<file path="config.mk">
export PLATFORM = sky130hd
export DESIGN_NAME = matrix_result_buffer
export DESIGN_NICKNAME = d
export VERILOG_FILES = /design/src/rtl/matrix_pkg.sv /design/src/rtl/matrix_result_buffer_fifo.sv /design/src/rtl/matrix_result_buffer.sv
export SDC_FILE = /design/constraint.sdc
export NUM_CORES = 1
export LEC_CHECK = 0
export CAP_MARGIN = 10
export CORE_MARGIN = 2
export CORE_UTILIZATION = 63
export CTS_BUF_LIST = sky130_fd_sc_hd__clkbuf_8
export DETAILED_ROUTE_END_ITERATION = 16
export PLACE_DENSITY = 0.87
export SKIP_CTS_REPAIR_TIMING = 1
export SLEW_MARGIN = 20
export SYNTH_ARGS = -nofsm -noshare
export SYNTH_HDL_FRONTEND = slang
export SYNTH_HIERARCHICAL = 1
export SYNTH_SLANG_ARGS = --single-unit
</file>
<file path="constraint.sdc">
create_clock -name clk -period 7.9 [get_ports clk]
set_input_delay 1.185 -clock clk [delete_from_list [all_inputs] [get_ports clk]]
set_output_delay 1.185 -clock clk [all_outputs]
set_load 0.05 [all_outputs]
</file>
<file path="src/rtl/matrix_pkg.sv">
// Shared constants and types for the 2x2 matrix multiplier datapath and its result buffer.
package matrix_pkg;

  localparam int MATRIX_LATENCY = 5;
  localparam int RES_W          = 17;
  localparam int RES_DEPTH      = 8;

  typedef struct packed {
    logic [RES_W-1:0] y;
    logic [RES_W-1:0] z;
  } res_pair_t;

  function automatic logic [5:0] ones32(input logic [31:0] v);
    logic [5:0] n;
    n = '0;
    for (int i = 0; i < 32; i++) begin
      n = n + {5'd0, v[i]};
    end
    return n;
  endfunction

endpackage

</file>
<file path="src/rtl/matrix_result_buffer_fifo.sv">
// Generic show-ahead FIFO: the head word is always visible on data_o while not empty.
module sync_fifo_sa #(
  parameter int W     = 34,
  parameter int DEPTH = 8,
  localparam int PW   = $clog2(DEPTH),
  localparam int CW   = $clog2(DEPTH + 1)
) (
  input  logic          clk,
  input  logic          rst_n,
  input  logic          push_i,
  input  logic          pop_i,
  input  logic [W-1:0]  data_i,
  output logic [W-1:0]  data_o,
  output logic [CW-1:0] count_o,
  output logic          full_o,
  output logic          empty_o
);

  logic [W-1:0]  mem_q [DEPTH];
  logic [PW-1:0] wr_ptr_q, wr_ptr_d;
  logic [PW-1:0] rd_ptr_q, rd_ptr_d;
  logic [CW-1:0] count_q, count_d;
  logic          pop_eff;
  logic          push_eff;

  assign empty_o  = (count_q == '0);
  assign full_o   = (count_q == CW'(DEPTH));
  assign pop_eff  = pop_i & ~empty_o;
  // A push into a full FIFO is accepted only when the head leaves in the same cycle.
  assign push_eff = push_i & (~full_o | pop_eff);
  assign data_o   = mem_q[rd_ptr_q];
  assign count_o  = count_q;

  always_comb begin
    wr_ptr_d = wr_ptr_q;
    rd_ptr_d = rd_ptr_q;
    count_d  = count_q;
    if (push_eff) begin
      wr_ptr_d = wr_ptr_q + PW'(1);
    end
    if (pop_eff) begin
      rd_ptr_d = rd_ptr_q + PW'(1);
    end
    case ({push_eff, pop_eff})
      2'b10:   count_d = count_q + CW'(1);
      2'b01:   count_d = count_q - CW'(1);
      default: count_d = count_q;
    endcase
  end

  always_ff @(posedge clk or negedge rst_n) begin
    if (!rst_n) begin
      wr_ptr_q <= '0;
      rd_ptr_q <= '0;
      count_q  <= '0;
      for (int i = 0; i < DEPTH; i++) begin
        mem_q[i] <= '0;
      end
    end else begin
      wr_ptr_q <= wr_ptr_d;
      rd_ptr_q <= rd_ptr_d;
      count_q  <= count_d;
      if (push_eff) begin
        mem_q[wr_ptr_q] <= data_i;
      end
    end
  end

endmodule

</file>
<file path="src/rtl/matrix_result_buffer.sv">
// Tracks sample validity through the fixed-latency multiplier and buffers each Y/Z result,
// issuing credit-based in_ready so the FIFO can always absorb what is in flight.
module matrix_result_buffer
  import matrix_pkg::*;
#(
  parameter int LATENCY = MATRIX_LATENCY,
  parameter int DW      = RES_W,
  parameter int DEPTH   = RES_DEPTH,
  localparam int CW     = $clog2(DEPTH + 1)
) (
  input  logic          clk,
  input  logic          rst_n,
  input  logic          in_valid,
  output logic          in_ready,
  input  logic [DW-1:0] y_in,
  input  logic [DW-1:0] z_in,
  output logic          out_valid,
  input  logic          out_ready,
  output logic [DW-1:0] y_out,
  output logic [DW-1:0] z_out,
  output logic [CW-1:0] count,
  output logic          ovf,
  input  logic          ovf_clr
);

  // Handshakes: a result transfers on a cycle with out_valid && out_ready, and out_valid
  // never depends on out_ready. On the input side in_ready is a credit: the source may
  // raise in_valid only while it is high, and a raised in_valid always enters the delay line.
  localparam int SW = $clog2(DEPTH + LATENCY + 1);

  logic [LATENCY:1] vd_q, vd_d;
  logic             ovf_q, ovf_d;
  logic             push;
  logic             pop;
  logic             full;
  logic             empty;
  logic             ovf_set;
  logic [5:0]       inflight;
  logic [SW-1:0]    credit_used;
  logic [2*DW-1:0]  head;

  always_comb begin
    vd_d    = vd_q;
    vd_d[1] = in_valid;
    for (int i = 2; i <= LATENCY; i++) begin
      vd_d[i] = vd_q[i-1];
    end
  end

  assign push    = vd_q[LATENCY];
  assign pop     = out_valid & out_ready;
  assign ovf_set = push & full & ~pop;
  assign ovf_d   = ovf_set | (ovf_q & ~ovf_clr);

  always_ff @(posedge clk or negedge rst_n) begin
    if (!rst_n) begin
      vd_q  <= '0;
      ovf_q <= 1'b0;
    end else begin
      vd_q  <= vd_d;
      ovf_q <= ovf_d;
    end
  end

  sync_fifo_sa #(
    .W     (2 * DW),
    .DEPTH (DEPTH)
  ) u_fifo (
    .clk     (clk),
    .rst_n   (rst_n),
    .push_i  (push),
    .pop_i   (pop),
    .data_i  ({y_in, z_in}),
    .data_o  (head),
    .count_o (count),
    .full_o  (full),
    .empty_o (empty)
  );

  assign out_valid = ~empty;
  assign y_out     = head[2*DW-1:DW];
  assign z_out     = head[DW-1:0];
  assign ovf       = ovf_q;

  // Same-cycle pops are deliberately not credited, so in_ready uses registered state only.
  assign inflight    = ones32(32'(vd_q));
  assign credit_used = SW'(count) + SW'(inflight);
  assign in_ready    = (credit_used < SW'(DEPTH));

endmodule

</file>
# After elaboration in Yosys (flattened, before gate mapping)
# Cells that the tools add are included.
[op_classes]
n_lt_le_gt_ge = 4
add_sub_neg = 9
reduce_logical = 3
mux = 7
bitwise_logic = 14
eq_ne = 3
[op_table]
columns = ["op", "n"]
rows = [
  ["$bwmux W272", 1],
  ["$bmux W34 S3", 1],
  ["$demux W34 S3", 1],
  ["$mux W34", 3],
  ["$ge A4 B4 Y1 const B", 2],
  ["$not A3 Y4", 2],
  ["$pmux W4 S2", 1],
  ["$add A3 B1 Y3 const B", 2],
  ["$and A1 B1 Y1", 6],
  ["$add A3 B1 Y4", 1],
  ["$add A4 B1 Y4", 1],
  ["$add A4 B1 Y4 const B", 1],
  ["$add A4 B4 Y4", 1],
  ["$eq A4 B4 Y1 const B", 1],
  ["$logic_not A4 Y1", 1],
  ["$lt A4 B1 Y1 const B", 1],
  ["$lt A4 B4 Y1 const B", 1],
  ["$not A1 Y1", 4],
  ["$sub A4 B1 Y4 const B", 1],
  ["$add A2 B1 Y3", 1],
  ["$add A1 B1 Y2", 1],
  ["$eq A2 B1 Y1 const B", 1],
  ["$eq A2 B2 Y1 const B", 1],
  ["$or A1 B1 Y1", 2],
  ["2 further kinds", 2],
]
[totals]
inputBits = 39
ff_bits = 288
elab_cells = 53

# Longest topological paths before layout
[logic_depth]
ltp_word = 8
ltp_mapped = 11

# Hierarchy
# Netlist, hierarchy kept.
[by_module_without_submodules]
columns = ["module", "area_per_inst_um2", "cells_each", "n_inst"]
rows = [
  ["sync_fifo_sa", 13281.5, 762, 1],
  ["matrix_result_buffer", 277.8, 19, 1],
]

# Worst setup path before layout
# OpenSTA, ideal clock, no wires.
[synth_path]
kind = "reg-to-output"
startpoint = "register u_fifo.count_q[0], in the netlist u_fifo/count_o[0]"
endpoint = "output port in_ready"
arrival_ns = 2.885
setup_slack_ns = 3.830
stages_incl_launch_ff = 7
path_cell_list = "dfrtp_1 fa_1 fa_1 ha_1 a31o_1 a21oi_2 xor2_1"
[synth_between]
elab_chain_len = 2
[synth_lines]
columns = ["element", "line", "source"]
rows = [
  ["start, declared", "matrix_result_buffer_fifo.sv:22", "logic [CW-1:0] count_q, count_d;"],
  ["start signal, assigned", "matrix_result_buffer_fifo.sv:62", "count_q <= count_d;"],
  ["$add A4 B4 Y4", "matrix_result_buffer.sv:87", "assign credit_used = SW'(count) + SW'(inflight);"],
  ["$lt A4 B4 Y1", "matrix_result_buffer.sv:88", "assign in_ready = (credit_used < SW'(DEPTH));"],
  ["end, declared", "matrix_result_buffer.sv:14", "output logic in_ready,"],
]
# Every way passes these cells.

# Worst setup path in the final report
[layout_path]
startpoint = "register u_fifo.rd_ptr_q[0]"
endpoint = "output port y_out[0]"
[layout_between]
elab_chain_len = 4
[layout_lines]
columns = ["element", "line", "source"]
rows = [
  ["start, declared", "matrix_result_buffer_fifo.sv:21", "logic [PW-1:0] rd_ptr_q, rd_ptr_d;"],
  ["start signal, assigned", "matrix_result_buffer_fifo.sv:61", "rd_ptr_q <= rd_ptr_d;"],
  ["$not A3 Y4 (not written as such)", "matrix_result_buffer_fifo.sv:31", "assign data_o = mem_q[rd_ptr_q];"],
  ["$bmux W34 S3", "matrix_result_buffer_fifo.sv:31", ""],
  ["$mux W34 (not written as such) (2 in a row)", "matrix_result_buffer_fifo.sv:31", ""],
  ["end, declared", "matrix_result_buffer.sv:19", "output logic [DW-1:0] y_out,"],
]
# Every way passes these cells. The select of a mux whose other input is x is not followed.

==> results.md <==
- Ant. Diodes: 0
- # Max-Cap Violations: 0
- Most frequent cells in the layout: dfrtp_1 (285), mux2_2 (209), mux2_4 (90)
- Initial antenna violation count: 0
- Final Setup Violations: 0
- Core Util, Final: 0.732
- Die height: ~150 um
- Fin. Hold Viols: 0
- CP required: between 6 and 7 ns
- CP Capture Type: primary output
- CP Data Arrival Time: 3.81 ns
- Clock transition at the registers of the reported paths: roughly 0.06 ns
- Total gr overflow: 0
- Core Area: ~21000 sq um
- Crit Path Class: reg -> out
- Row count: 53
- Post-synthesis cell count: 781
- Hold Path Class: reg -> reg
- F_max: between 200 and 250 MHz
- Initial Utilization: 0.643
- Layout cell share with drive strength beyond 1: 0.514
- Filler Cells Inserted: between 1k and 1.5k
- Clk root buf: clkbuf_8
- Worst slew pin tran: 1.10 ns
- Sink Count: between 200 and 300
- Vias: approximately 7.2k
- Tcrit/Tclk final: 0.633
- Pin count of the biggest net entering global routing: around 150
- Dpl hpwl: 16600 um
- Status: finished clean
- Pre-antenna DRT Iters: 4
- Worst reg2reg path startpoint: u_fifo/count_o[0]$_DFFE_PN0P_
- CP startpoint kind: flop
- First-pass GRT wire length: around 45000 um
- Yosys cell types: 39
- Fin Setup TNS: 0 ns
- Die area: roughly 23000 sq um
- CTS H-tree lvls: 2
- Synthesized flop and latch total: 288
- WL per Instance: between 20 and 25 um
- Pwr per Cell Area: just over 500 nW/um^2
- Unrepaired setup endpoints after global routing: no
- Critical Path Start: u_fifo/rd_ptr_q[0]$_DFFE_PN0P_
- Rel. slew slack: 0.268
- Synth-to-Final Area Change: 13.8%
- Total Routing Usage GR: 0.263
- CTS tree: done
- Synthesis Warnings: 6
- Initial DRC Count: roughly 400
- Average size of a mapped cell: between 15 and 20 sq um
- CTS max path bufs: 3
- I/O pin total: 80
- Synthesized Nets: 831
- Worst hold path startpoint: vd_q[2]$_DFF_PN0_
- Via/cell ratio: 6.13
- Final ANT Viol Nets: 0
- Leak Pwr: approximately 6.8 nW
- Final Critical Period: 5.00 ns
- Total wire length: between 20000 and 30000 um
- Worst VDD drop: slightly below 0.5 mV
- Mapped Area: between 10000 and 15000 sq um
- DRC: 0
- Cts bufs inserted: between 40 and 50
- Gpl congestion: between 0.7 and 0.8
- Seq/Total Area, Yosys: 0.532
- Most common cell after layout, fill and taps aside: dfrtp_1
- Critical Path Fanout Max: 48
- Vias in the first global route: around 8.3k
- Die width: 151 um
- Layout Nets: 922
- Slew Viols, Final: 0
- Worst skew pair latency: roughly 0.57 ns
- Port bufs: 79
- Clock Skews: about 0.034 ns
[state kept, by name, indices dropped and copies added, names as in the netlist]
| register | flops |
|---|---|
| u_fifo/mem_q | 272 |
| ovf | 1 |
| u_fifo/count_o | 4 |
| u_fifo/rd_ptr_q | 3 |
| u_fifo/wr_ptr_q | 3 |
| vd_q | 5 |
[final timing paths]
| check | endpoint | slack (ns) | cells past startpoint |
|---|---|---|---|
| max | y_out[0] | 2.90 | 4 |
| min | vd_q[3]$_DFF_PN0_ | 0.38 | 0 |
| max reg2reg | u_fifo/count_o[3]$_DFFE_PN0P_ | 4.15 | 9 |
| min reg2reg | vd_q[3]$_DFF_PN0_ | 0.38 | 0 |
| max in group asynchronous | u_fifo/mem_q[261]$_DFFE_PN0P_ | 5.83 | 3 |
| min in group asynchronous | u_fifo/mem_q[184]$_DFFE_PN0P_ | 0.52 | 1 |
[where the power goes]
part	internal, W	leakage [nW]	switching (W)	total (W)
Combinational	0.00201	2.85	0.00178	0.00379
Sequential	0.00222	3.45	0.000559	0.00278
Clock	0.000720	0.538	0.000587	0.00131
[logic make-up after synthesis]
group | count (synthesis) | synth area share
flops | 288 | 0.532
compound gates | 20 | 0.0193
buf+inv | 58 | 0.0294
fa+ha+maj | 11 | 0.0118
simple gates | 20 | 0.00904
xor+xnor | 7 | 0.00452
mux | 377 | 0.394
[per-layer routing]
layer  wire, um  GRT usage  vias up  part of all wire
met5          0          0        -                 0
met4        467     0.0734        0             0.017
met3       1580     0.0539       45             0.056
met2      14600      0.453      189              0.52
met1      11500      0.343     3867              0.41
li1           -          -     3118                 -
[through the flow]
stage               worst slack (ns)  hold slack (ns)  total power [W]  area [sq um]  instances
global route                    2.68            0.412          0.00827         15400       1177
finish                          2.90            0.383          0.00788         15400       1177
global placement                3.36            0.368          0.00636         14400       1097
CTS                             2.81            0.388          0.00794         15400       1176
floorplan                       3.83            0.355          0.00558         13600        781
detailed placement              3.18            0.375          0.00659         14400       1097
[synth_stat cells, drive strengths merged]
master | count | area (sq um)
mux2 | 308 | 3810
dfrtp | 288 | 7210
mux4 | 68 | 1530
buf | 36 | 317
clkbuf | 14 | 52.6
ha | 8 | 100
inv | 8 | 30.0
nand2 | 6 | 22.5
o211ai | 5 | 78.8
xnor2 | 5 | 43.8
nor2b | 4 | 25.0
o2111ai | 4 | 93.8
a21oi | 3 | 18.8
fa | 3 | 60.1
nor3b | 3 | 22.5
o21ai | 3 | 26.3
nand3 | 2 | 10.0
or4b | 2 | 23.8
xor2 | 2 | 17.5
a2111o | 1 | 11.3
a31o | 1 | 8.76
and4 | 1 | 8.76
mux2i | 1 | 10.0
nor2 | 1 | 3.75
nor4 | 1 | 6.26
o22ai | 1 | 6.26
o311ai | 1 | 8.76
o41ai | 1 | 8.76
[layout make-up]
| cell class | instances | area [sq um] | area share |
|---|---|---|---|
| flip-flops and latches | 288 | 7220 | 0.468 |
| clock inverters | 22 | 168 | 0.0109 |
| inverters | 8 | 30.0 | 0.00195 |
| clock buffers | 57 | 785 | 0.0509 |
| multi-input cells | 435 | 5970 | 0.387 |
| well taps | 275 | 344 | 0.0223 |
| repair buffers | 92 | 917 | 0.0595 |
[worst max-delay path: stages, from the launching register on]
cell	delay, ns
dfrtp_4	0.73
buf_4	0.86
mux4_2	0.60
mux2_2	0.30
clkdlybuf4s50_1	0.72
Note: power is estimated with default switching activity, not from simulation.
